`src/rtl/imm_gen_pipe.sv`:
```
`default_nettype none
//==============================================================================
// Module      : imm_gen_pipe
// Description : Registered RISC-V immediate generator with a 2-entry skid
//               buffer on a valid/ready handshake. Optional Z-type CSR
//               immediates are enabled by defining IMM_ZTYPE_EN.
// Revision    : 1.0 - initial release
//==============================================================================
module imm_gen_pipe #(
    parameter int XLEN  = 32,
    parameter int TAG_W = 32
) (
    input  logic             clk,
    input  logic             rst,
    input  logic             flush,
    input  logic             in_valid,
    output logic             in_ready,
    input  logic [31:0]      in_instr,
    input  logic [TAG_W-1:0] in_tag,
    output logic             out_valid,
    input  logic             out_ready,
    output logic [XLEN-1:0]  out_imm,
    output logic [2:0]       out_type,
    output logic [TAG_W-1:0] out_tag
);

    localparam logic [2:0] c_TYPE_NONE = 3'd0;
    localparam logic [2:0] c_TYPE_I    = 3'd1;
    localparam logic [2:0] c_TYPE_S    = 3'd2;
    localparam logic [2:0] c_TYPE_B    = 3'd3;
    localparam logic [2:0] c_TYPE_U    = 3'd4;
    localparam logic [2:0] c_TYPE_J    = 3'd5;
    localparam logic [2:0] c_TYPE_Z    = 3'd6;

    localparam logic [6:0] c_OP_LUI    = 7'b0110111;
    localparam logic [6:0] c_OP_AUIPC  = 7'b0010111;
    localparam logic [6:0] c_OP_JAL    = 7'b1101111;
    localparam logic [6:0] c_OP_JALR   = 7'b1100111;
    localparam logic [6:0] c_OP_LOAD   = 7'b0000011;
    localparam logic [6:0] c_OP_IMM    = 7'b0010011;
    localparam logic [6:0] c_OP_SYSTEM = 7'b1110011;
    localparam logic [6:0] c_OP_IMM32  = 7'b0011011;
    localparam logic [6:0] c_OP_STORE  = 7'b0100011;
    localparam logic [6:0] c_OP_BRANCH = 7'b1100011;

    typedef enum logic [1:0] {
        S_EMPTY = 2'd0,
        S_ONE   = 2'd1,
        S_TWO   = 2'd2
    } state_t;

    state_t r_state;
    state_t w_state_nxt;

    logic w_rv64;

    generate
        if (XLEN == 64) begin : g_rv64
            assign w_rv64 = 1'b1;
        end else begin : g_rv32
            assign w_rv64 = 1'b0;
        end
    endgenerate

    //--------------------------------------------------------------------------
    // Format classification and immediate assembly
    //--------------------------------------------------------------------------
    logic [6:0]      w_opcode;
    logic            w_sign;
    logic [2:0]      w_type;
    logic [XLEN-1:0] w_imm;
    logic            w_unused_ok;

    assign w_opcode    = in_instr[6:0];
    assign w_sign      = in_instr[31];
    assign w_unused_ok = &{1'b0, in_instr[14:12]};

    always_comb begin
        w_type = c_TYPE_NONE;
        case (w_opcode)
            c_OP_LUI, c_OP_AUIPC:           w_type = c_TYPE_U;
            c_OP_JAL:                       w_type = c_TYPE_J;
            c_OP_JALR, c_OP_LOAD, c_OP_IMM: w_type = c_TYPE_I;
            c_OP_SYSTEM: begin
`ifdef IMM_ZTYPE_EN
                w_type = in_instr[14] ? c_TYPE_Z : c_TYPE_I;
`else
                w_type = c_TYPE_I;
`endif
            end
            c_OP_IMM32:                     w_type = w_rv64 ? c_TYPE_I : c_TYPE_NONE;
            c_OP_STORE:                     w_type = c_TYPE_S;
            c_OP_BRANCH:                    w_type = c_TYPE_B;
            default:                        w_type = c_TYPE_NONE;
        endcase
    end

    // Replication counts keep at least one sign bit so XLEN=32 never needs a
    // zero-width replication; bit 31 itself is supplied by the replication.
    always_comb begin
        w_imm = '0;
        case (w_type)
            c_TYPE_I: w_imm = {{(XLEN-11){w_sign}}, in_instr[30:20]};
            c_TYPE_S: w_imm = {{(XLEN-11){w_sign}}, in_instr[30:25], in_instr[11:7]};
            c_TYPE_B: w_imm = {{(XLEN-12){w_sign}}, in_instr[7], in_instr[30:25],
                               in_instr[11:8], 1'b0};
            c_TYPE_U: w_imm = {{(XLEN-31){w_sign}}, in_instr[30:12], 12'h000};
            c_TYPE_J: w_imm = {{(XLEN-20){w_sign}}, in_instr[19:12], in_instr[20],
                               in_instr[30:21], 1'b0};
            c_TYPE_Z: w_imm = {{(XLEN-5){1'b0}}, in_instr[19:15]};
            default:  w_imm = '0;
        endcase
    end

    //--------------------------------------------------------------------------
    // Skid-buffer control
    //--------------------------------------------------------------------------
    logic w_accept;
    logic w_drain;
    logic w_load_m_in;
    logic w_load_m_k;
    logic w_load_k;

    assign in_ready  = (r_state != S_TWO) && !rst;
    assign out_valid = (r_state != S_EMPTY);
    assign w_accept  = in_valid && in_ready;
    assign w_drain   = out_valid && out_ready;

    always_comb begin
        w_state_nxt = r_state;
        w_load_m_in = 1'b0;
        w_load_m_k  = 1'b0;
        w_load_k    = 1'b0;
        case (r_state)
            S_EMPTY: begin
                if (w_accept) begin
                    w_load_m_in = 1'b1;
                    w_state_nxt = S_ONE;
                end
            end
            S_ONE: begin
                if (w_accept && w_drain) begin
                    w_load_m_in = 1'b1;
                end else if (w_accept) begin
                    w_load_k    = 1'b1;
                    w_state_nxt = S_TWO;
                end else if (w_drain) begin
                    w_state_nxt = S_EMPTY;
                end
            end
            S_TWO: begin
                if (w_drain) begin
                    w_load_m_k  = 1'b1;
                    w_state_nxt = S_ONE;
                end
            end
            default: w_state_nxt = S_EMPTY;
        endcase
        // Flush discards both buffered entries and any entry offered this cycle.
        if (flush) begin
            w_state_nxt = S_EMPTY;
            w_load_m_in = 1'b0;
            w_load_m_k  = 1'b0;
            w_load_k    = 1'b0;
        end
    end

    always_ff @(posedge clk) begin
        if (rst) begin
            r_state <= S_EMPTY;
        end else begin
            r_state <= w_state_nxt;
        end
    end

    //--------------------------------------------------------------------------
    // Main (M) and skid (K) entry storage
    //--------------------------------------------------------------------------
    logic [XLEN-1:0]  r_m_imm;
    logic [2:0]       r_m_type;
    logic [TAG_W-1:0] r_m_tag;
    logic [XLEN-1:0]  r_k_imm;
    logic [2:0]       r_k_type;
    logic [TAG_W-1:0] r_k_tag;

    always_ff @(posedge clk) begin
        if (rst) begin
            r_m_imm  <= '0;
            r_m_type <= c_TYPE_NONE;
            r_m_tag  <= '0;
            r_k_imm  <= '0;
            r_k_type <= c_TYPE_NONE;
            r_k_tag  <= '0;
        end else begin
            if (w_load_m_in) begin
                r_m_imm  <= w_imm;
                r_m_type <= w_type;
                r_m_tag  <= in_tag;
            end else if (w_load_m_k) begin
                r_m_imm  <= r_k_imm;
                r_m_type <= r_k_type;
                r_m_tag  <= r_k_tag;
            end
            if (w_load_k) begin
                r_k_imm  <= w_imm;
                r_k_type <= w_type;
                r_k_tag  <= in_tag;
            end else if (w_load_m_k) begin
                r_k_imm  <= '0;
                r_k_type <= c_TYPE_NONE;
                r_k_tag  <= '0;
            end
        end
    end

    assign out_imm  = r_m_imm;
    assign out_type = r_m_type;
    assign out_tag  = r_m_tag;

endmodule
`default_nettype wire

```
`config.mk`:
```
export PLATFORM = sky130hd
export DESIGN_NAME = imm_gen_pipe
export DESIGN_NICKNAME = d
export VERILOG_FILES = /design/src/rtl/imm_gen_pipe.sv
export SDC_FILE = /design/constraint.sdc
export NUM_CORES = 1
export LEC_CHECK = 0
export CORE_AREA = 2 2 113 115
export DETAILED_ROUTE_END_ITERATION = 10
export DIE_AREA = 0 0 115 117
export PLACE_DENSITY = 0.79
export SLEW_MARGIN = 20
export SYNTH_ARGS = -nofsm -noshare
export SYNTH_HDL_FRONTEND = slang
export SYNTH_SLANG_ARGS = --single-unit
```
`constraint.sdc`:
```
create_clock -name clk -period 2.1 [get_ports clk]
set_input_delay 0.315 -clock clk [delete_from_list [all_inputs] [get_ports clk]]
set_output_delay 0.315 -clock clk [all_outputs]
set_load 0.02 [all_outputs]
```
After elaboration in Yosys (flattened, before gate mapping):

Index checks and enable logic that the tools add are counted.

* register bits: 136
* input bits: 69
* output and inout port bits: 69
* logic and storage cells: 71

* equality and inequality tests: 22
* multiplexer cells: 29
* reduce and logical (&&, ||, !) cells: 13

Operator list (count)
* $mux 32: 7
* $pmux 32 s6: 1
* $eq 7x7->1 const B: 4
* $pmux 3 s5: 1
* $eq 7x5->1 const B: 2
* $eq 7x6->1 const B: 2
* $mux 3: 4
* $mux 2: 5
* $eq 3x3->1 const B: 3
* $mux 1: 9
* $ne 2x2->1 const B: 4
* $eq 7x2->1 const B: 1
* $eq 3x2->1 const B: 2
* $pmux 2 s3: 1
* $reduce_bool 2->1: 3
* $logic_and 1x1->1: 4
* $reduce_and 4->1: 1
* $reduce_or 2->1: 2
* $reduce_or 4->1: 1
* $eq 3x1->1 const B: 1
* $ne 3x3->1 const B: 1
* $eq 2x1->1 const B: 1
* $eq 2x2->1 const B: 1
* $logic_not 2->1: 1
* 2 further kinds: 2

Depth between registers and ports, before layout:

Gate-level depths: netlist (run 1).

* depth after elaboration: 8
* depth in mapped cells: 8
* depth with buffers taken out: 4

Least setup slack after synthesis (run 1):

Ideal clock, no wire load.

* path kind: input port to flip-flop
* start: in rst
* end: reg r_k_imm[1]
* library setup time: 84 ps
* arrival: 1748 ps
* data required time: 2016 ps
* slack: 268 ps
* stages on the path: 7
* path buffers: 4
* cell sequence: buf_6 or4b_4 or2_1 clkbuf_1 buf_6 buf_6 o31ai_2

* cells in the longest elaborated chain, start to end: 8
* elaborated cells between the ends (all ways): 10
* those cells by class: 5 x mux; 5 x reduce/logical

Ends and longest elaborated chain
* start, declared: line 14 `input logic rst,`
* $logic_not 1->1: line 124 `assign in_ready = (r_state != S_TWO) && !rst;`
* $logic_and 1x1->1: line 124
* $logic_and 1x1->1: line 126 `assign w_accept = in_valid && in_ready;`
* $mux 1 or $logic_and 1x1->1 (tied branches): line 144, 142
* $mux 1: line 142 `if (w_accept && w_drain) begin`
* $mux 1: line 134 `case (r_state)`
* $mux 1: line 160 `if (flush) begin`
* $mux 32 or $reduce_bool 2->1 (tied branches)
* end signal, assigned: line 205 `r_k_imm <= w_imm;`
* end, declared: line 182 `logic [XLEN-1:0] r_k_imm;`

Several ways; a longest one is shown, not always the timed one.
A chain may end at the register's enable or synchronous reset.

Final worst setup path (run 1):

* start: reg r_state[1]
* end: out in_ready

* cells in the longest elaborated chain, start to end: 2

Ends and longest elaborated chain
* start, declared: line 52 `state_t r_state;`
* start signal, assigned: line 172 `r_state <= w_state_nxt;`
* $ne 2x2->1: line 124
* $logic_and 1x1->1: line 124
* end, declared: line 17 `output logic in_ready,`

No other way between the ends.

==> results of run 1 <==
==> synth_stat cells, drive strengths merged, types with 2 or more instances <==
cell type / count
a21oi: 70
o22ai: 2
mux2i: 12
buf: 34
a211oi: 6
a211o: 2
nand4bb: 2
a31oi: 14
nor2: 39
a221oi: 12
a221o: 8
nand2b: 4
nand3: 57
or2: 4
nor3: 3
o31ai: 7
a31o: 13
nor3b: 2
clkbuf: 38
a311oi: 46
nand2: 160
mux2: 7
o21ai: 17
nor2b: 3
dfxtp: 136
inv: 2
==> layout make-up <==
type,count,area (um2)
Tap cell,150,188
Sequential cell,136,2730
Multi-Input combinational cell,505,2990
Clock inverter,12,150
Clock buffer,20,457
Inverter,2,7.51
Timing Repair Buffer,180,1920
Fill cell,963,3880
==> cells by family after synthesis <==
kind of cell,Yosys count
muxes,19
buffers and inverters,74
xor gates and xnor gates,1
and+or+nand+nor,283
AOI/OAI and AO/OA,202
DFF,136
==> sequential cells by signal, indices dropped and copies added (netlist names) <==
name      cells
out_tag      32
r_k_type      3
out_imm      32
r_k_imm      32
out_type      3
r_k_tag      32
r_state       2
==> worst max-delay path: stages (launching register included) <==
cell and delay (ns):
dfxtp_2 0.36, nor2b_1 0.15, nor2_1 0.14, clkdlybuf4s50_1 0.62
==> cells in the final DEF, fill, tap and decap left out, types with 2 or more instances in the layout <==
| cell | count |
|---|---|
| a311oi_1 | 45 |
| o21ai_0 | 17 |
| nor3_1 | 2 |
| nand3_1 | 57 |
| clkinvlp_4 | 3 |
| bufinv_16 | 3 |
| clkinv_4 | 2 |
| a211oi_1 | 6 |
| clkinv_2 | 4 |
| a221oi_2 | 11 |
| o31ai_1 | 2 |
| a31o_2 | 13 |
| nor2b_1 | 3 |
| o22ai_1 | 2 |
| clkbuf_8 | 2 |
| buf_12 | 18 |
| inv_1 | 2 |
| buf_4 | 26 |
| dfxtp_1 | 134 |
| clkbuf_16 | 17 |
| o31ai_2 | 5 |
| a211o_1 | 2 |
| or2_2 | 4 |
| a31oi_1 | 14 |
| clkdlybuf4s50_1 | 136 |
| a221o_1 | 8 |
| nand2b_1 | 3 |
| nand2_1 | 160 |
| mux2_2 | 7 |
| mux2i_1 | 12 |
| nor2_1 | 38 |
| a21oi_1 | 69 |
| dfxtp_2 | 2 |
==> stage by stage <==
stage | TNS, ns | hold WS, ns | power [mW] | setup slack (ns) | instance area [um2]
floorplan | 0 | 0.391 | 3.03 | 0.268 | 6030
global placement | -1.90 | 0.436 | 3.38 | -0.0626 | 7820
global route | 0 | 0.476 | 6.57 | 0.0512 | 8430
detailed placement | -4.31 | 0.448 | 3.40 | -0.121 | 7820
CTS | 0 | 0.462 | 6.41 | 0.0417 | 8430
finish | 0 | 0.460 | 6.37 | 0.101 | 8430
==> final timing paths <==
| path | startpoint | to | slack, ns | cells after the start |
|---|---|---|---|---|
| max | r_state[1]$_SDFFE_PP0P_ | in_ready | 0.10 | 3 |
| min | r_k_imm[1]$_SDFFE_PP0P_ | r_k_imm[1]$_SDFFE_PP0P_ | 0.46 | 2 |
| max reg2reg | r_state[1]$_SDFFE_PP0P_ | out_tag[30]$_SDFFE_PP0P_ | 0.21 | 4 |
| min reg2reg | r_k_imm[1]$_SDFFE_PP0P_ | r_k_imm[1]$_SDFFE_PP0P_ | 0.46 | 2 |
==> layer usage <==
layer	share of wire (%)	vias up
met5	0	-
met4	2.7	0
met3	6.2	44
met2	49	240
met1	42	2945
li1	-	2854
==> timing repair <==
item	in CTS	in global routing
gates resized for setup	0	2
buffers inserted	0	0
endpoints found under the setup margin	0	1
==> power by group through the flow <==
stage / sequential, mW / clock (mW) / combinational [mW]
2_1_floorplan: 2.80 / 0 / 0.232
3_3_place_gp: 2.74 / 0 / 0.647
3_5_place_dp: 2.74 / 0 / 0.661
4_1_cts: 2.68 / 3.06 / 0.665
5_1_grt: 2.69 / 3.17 / 0.711
6_report: 2.68 / 3.02 / 0.668
==> flow_metrics.env, run 1 <==
export IMPL_synth_xor_area_share_pct=0.145
export IMPL_rsz0062_at_grt="no"
export IMPL_synth_ff_type="dfxtp_1"
export IMPL_initial_core_util_pct=48.9
export IMPL_synth_top_area_cell="dfxtp_1"
export IMPL_grt_overflow_total=0
export IMPL_netlist_instances=715
export IMPL_holdBufCountCts=0
export IMPL_hp_class="register to register"
export IMPL_drive_gt1_share_pct=14.9
export IMPL_maxCapViolCount=0
export IMPL_synth_edf_count=0
export IMPL_slew_headroom_pct=58.2
export IMPL_synth_fa_ha_area_share_pct=0
export IMPL_grt_util_met3_pct=6.23
export IMPL_vias=6083
export IMPL_cts_sinks=136
export IMPL_p_seq_share_pct=42.1
export IMPL_tightest_slew_ns=0.627
export IMPL_final_core_util_pct=68.5
export IMPL_pwr_density_cell_nw_per_um2=756
export IMPL_fin_crit_ns=2.00
export IMPL_cts_tree="done"
export IMPL_cp_end_kind="output port"
export IMPL_max_vdd_ir_drop_mv=0.441
export IMPL_cts_root_buf="clkbuf_16"
export IMPL_clockPowerShare_pct=47.4
export IMPL_io_pins=138
export IMPL_yosysSeqAreaShare_pct=45.2
export IMPL_combPwrFrac_pct=10.5
export IMPL_synth_compound_area_share_pct=24.9
export IMPL_viasPerCell=6.05
export IMPL_total_leakage_power_nw=2.81
export IMPL_synth_seq_cells=136
export IMPL_numCtsBuffers=17
export IMPL_grt_first_pass_wirelength_um=27900
export IMPL_switching_share_pct=23.0
export IMPL_path_class="register to output port"
export IMPL_dp_final_hpwl_um=11400
export IMPL_start_kind="register"
export IMPL_clockBufferDepth=2
export IMPL_ys_warn_count=0
export IMPL_critPathMaxFanout=8
export IMPL_n_antenna_cell=0
export IMPL_grt_max_degree=125
export IMPL_synth_top_cells_by_area="dfxtp_1, nand2_1, a311oi_1, a21oi_1, nand3_1"
export IMPL_area_growth_syn_to_layout_pct=39.9
export IMPL_gp_congestion=0.888
export IMPL_port_buffers=137
export IMPL_drc=0
export IMPL_power_switching_mw=1.47
export IMPL_h_tree_depth=4
export IMPL_die_w_um=115
export IMPL_final_max_slew_viol_count=0
export IMPL_max_freq_mhz=500
export IMPL_grt_pass1_vias=5788
export IMPL_cp_data_arrival_time_ns=1.68
export IMPL_core_um2=12300
export IMPL_synth_top_area_share_pct=45.2
export IMPL_fin_crit_sh_pct=95.2
export IMPL_grt_usage_pct=25.8
export IMPL_rows=41
export IMPL_first_iter_violations=617
export IMPL_antenna_left=0
export IMPL_setup_viol=0
export IMPL_worstPathRequired_ns=1.78
export IMPL_synthMuxAreaShare_pct=3.30
export IMPL_syn_area_um2=6030
export IMPL_yosys_area_share_simple_pct=20.5
export IMPL_synth_distinct_cells=49
export IMPL_use_met2_pct=42.7
export IMPL_hold_viol=0
export IMPL_use_met1_pct=32.0
export IMPL_clk_pin_slew_ns=0.06
export IMPL_synth_fp_nets=784
export IMPL_internal_power_mw=4.91
export IMPL_nets=911
export IMPL_postSynthAreaPerCell_um2=8.43
export IMPL_first_pass_iters=6
export IMPL_synth_top_family_by_area="compound AO/OA/AOI/OAI gates"
export IMPL_routed_wl_um=17300
export IMPL_grt_busiest_layer="met2"
export IMPL_routedWlPerCell_um=17.2
export IMPL_antenna_found_initial=0
export IMPL_die_area_um2=13500
export IMPL_place_inst=973
export IMPL_die_h_um=117
export IMPL_finalClockSkew_ns=0.00730
export IMPL_status="completed"
export IMPL_async_flop_share_pct=0
export IMPL_insertion_delay_ns=0.42
export IMPL_final_cells=1005
(Power assumes the default switching activity.)
==> inputs of run 2 (changes only) <==
Settings changed: CTS_CLUSTER_SIZE set to 25.
==> results of run 2 <==
Same layout as run 1: the final DEF is identical, and so are final timing and power.
==> inputs of run 3 (changes only) <==
Settings changed: CORE_AREA 2 2 113 115 to 2 2 90 113, DIE_AREA 0 0 115 117 to 0 0 92 115, DONT_BUFFER_PORTS set to 1.
Clock period 2.1 ns to 2.4 ns, I/O delays scaled along.
==> flow_metrics.env, run 3 (synthesized netlist as in run 1, its figures left out) <==
export IMPL_port_buffers=0
export IMPL_maxCapViolCount=0
export IMPL_hold_ws_ns=0.0181
export IMPL_pwr_density_cell_nw_per_um2=820
export IMPL_status="completed"
export IMPL_cts_resized=0
export IMPL_max_vdd_ir_drop_mv=0.693
export IMPL_cts_sinks=136
export IMPL_total_leakage_power_nw=2.16
export IMPL_cts_root_buf="clkbuf_16"
export IMPL_first_pass_iters=5
export IMPL_reg2reg_depth=4
export IMPL_routedWlPerCell_um=19.5
export IMPL_numCtsBuffers=17
export IMPL_drc=0
export IMPL_fin_crit_ns=2.13
export IMPL_clk_pin_slew_ns=0.06
export IMPL_start_kind="register"
export IMPL_initial_core_util_pct=63.4
export IMPL_grt_first_pass_wirelength_um=25700
export IMPL_crit_start="r_state[1]$_SDFFE_PP0P_"
export IMPL_antenna_left=0
export IMPL_path_class="register to register"
export IMPL_cp_data_arrival_time_ns=2.45
export IMPL_fin_setup_tns_ns=0
export IMPL_slew_headroom_pct=51.0
export IMPL_first_iter_violations=475
export IMPL_design_area_um2=6760
export IMPL_finalClockSkew_ns=0.00739
export IMPL_ff2ff_setup_slack_ns=0.27
export IMPL_crit_end="out_tag[8]$_SDFFE_PP0P_"
export IMPL_io_pins=138
export IMPL_max_freq_mhz=468
export IMPL_n_antenna_cell=0
export IMPL_gp_congestion=0.860
export IMPL_dp_final_hpwl_um=9960
export IMPL_mostFrequentLayoutCells="nand2_1, dfxtp_1, a21oi_1"
export IMPL_viasPerCell=6.65
export IMPL_area_growth_syn_to_layout_pct=12.1
export IMPL_r2r_end="out_tag[8]$_SDFFE_PP0P_"
export IMPL_holdBufCountCts=3
export IMPL_cp_end_kind="register"
export IMPL_reg2reg_from="r_state[1]$_SDFFE_PP0P_"
export IMPL_die_w_um=92
export IMPL_fillCellCount=730
export IMPL_grt_overflow_total=0
export IMPL_die_h_um=115
export IMPL_place_inst=789
export IMPL_setup_viol=0
export IMPL_drive_gt1_share_pct=14.4
export IMPL_tightest_slew_ns=0.731
export IMPL_clockBufferDepth=2
export IMPL_grt_usage_pct=30.3
export IMPL_cts_setup_buffers=0
export IMPL_hp_class="primary input to register"
export IMPL_grt_max_degree=124
export IMPL_routed_wl_um=16100
export IMPL_rows=40
export IMPL_worstPathRequired_ns=2.72
export IMPL_final_common_cell="nand2_1"
export IMPL_hold_viol=0
export IMPL_cts_tree="done"
export IMPL_antenna_found_initial=0
export IMPL_final_max_slew_viol_count=0
export IMPL_core_um2=9510
export IMPL_fin_crit_sh_pct=88.9
export IMPL_die_area_um2=10600
export IMPL_hold_start="flush"
export IMPL_grt_pass1_vias=5180
export IMPL_h_tree_depth=4
export IMPL_place_area_um2=6050
export IMPL_insertion_delay_ns=0.42
export IMPL_vias=5490
export IMPL_critPathMaxFanout=44
export IMPL_final_cells=825
export IMPL_rsz0062_at_grt="no"
export IMPL_nets=756
-- run 3: worst max-delay path: stages (launching register included) --
cell and delay, ns:
dfxtp_1 0.38, or4b_4 0.60, nand2b_4 0.37, buf_4 0.38, a311oi_1 0.28
-- run 3: power breakdown --
group          leakage [nW]  switching, mW  internal [mW]
Combinational         0.738          0.117         0.0934
Clock                 0.322          0.981           1.93
Sequential             1.10          0.103           2.32
-- run 3: per-stage QoR --
stage               setup slack [ns]  util (%)  power [mW]
floorplan                      0.523         -        2.66
global placement               0.365      63.6        2.65
detailed placement             0.262      63.6        2.66
CTS                            0.274      70.8        5.56
global route                   0.140      71.1        5.69
finish                         0.265      71.1        5.54
-- run 3: routing by layer --
layer	share of wire (%)	vias to the layer above	global-route usage, %
met5	0	-	0
met4	3.3	0	14.7
met3	9.5	48	10.2
met2	49	272	48.5
met1	38	2641	37.0
li1	-	2529	-
-- run 3: worst min path at each step --
stage	to	slack, ns	depth (start not counted)
2_1_floorplan	r_k_imm[11]$_SDFFE_PP0P_	0.42	2
3_3_place_gp	out_imm[16]$_SDFFE_PP0P_	0.44	1
3_5_place_dp	out_imm[14]$_SDFFE_PP0P_	0.44	1
4_1_cts	out_imm[15]$_SDFFE_PP0P_	0.0006	1
5_1_grt	r_k_tag[14]$_SDFFE_PP0P_	-0.0006	1
6_report	r_state[0]$_SDFFE_PP0P_	0.02	1
-- run 3: final cells by class --
type                    instances  area (um2)  share of cell area [%]
clock buffers                  17         425                    6.30
repair buffers                 25         225                    3.33
multi-input cells             505        2990                    44.2
well taps                     126         158                    2.33
clock inverters                14         230                    3.41
flip-flops and latches        136        2720                    40.3
inverters                       2        7.51                   0.111
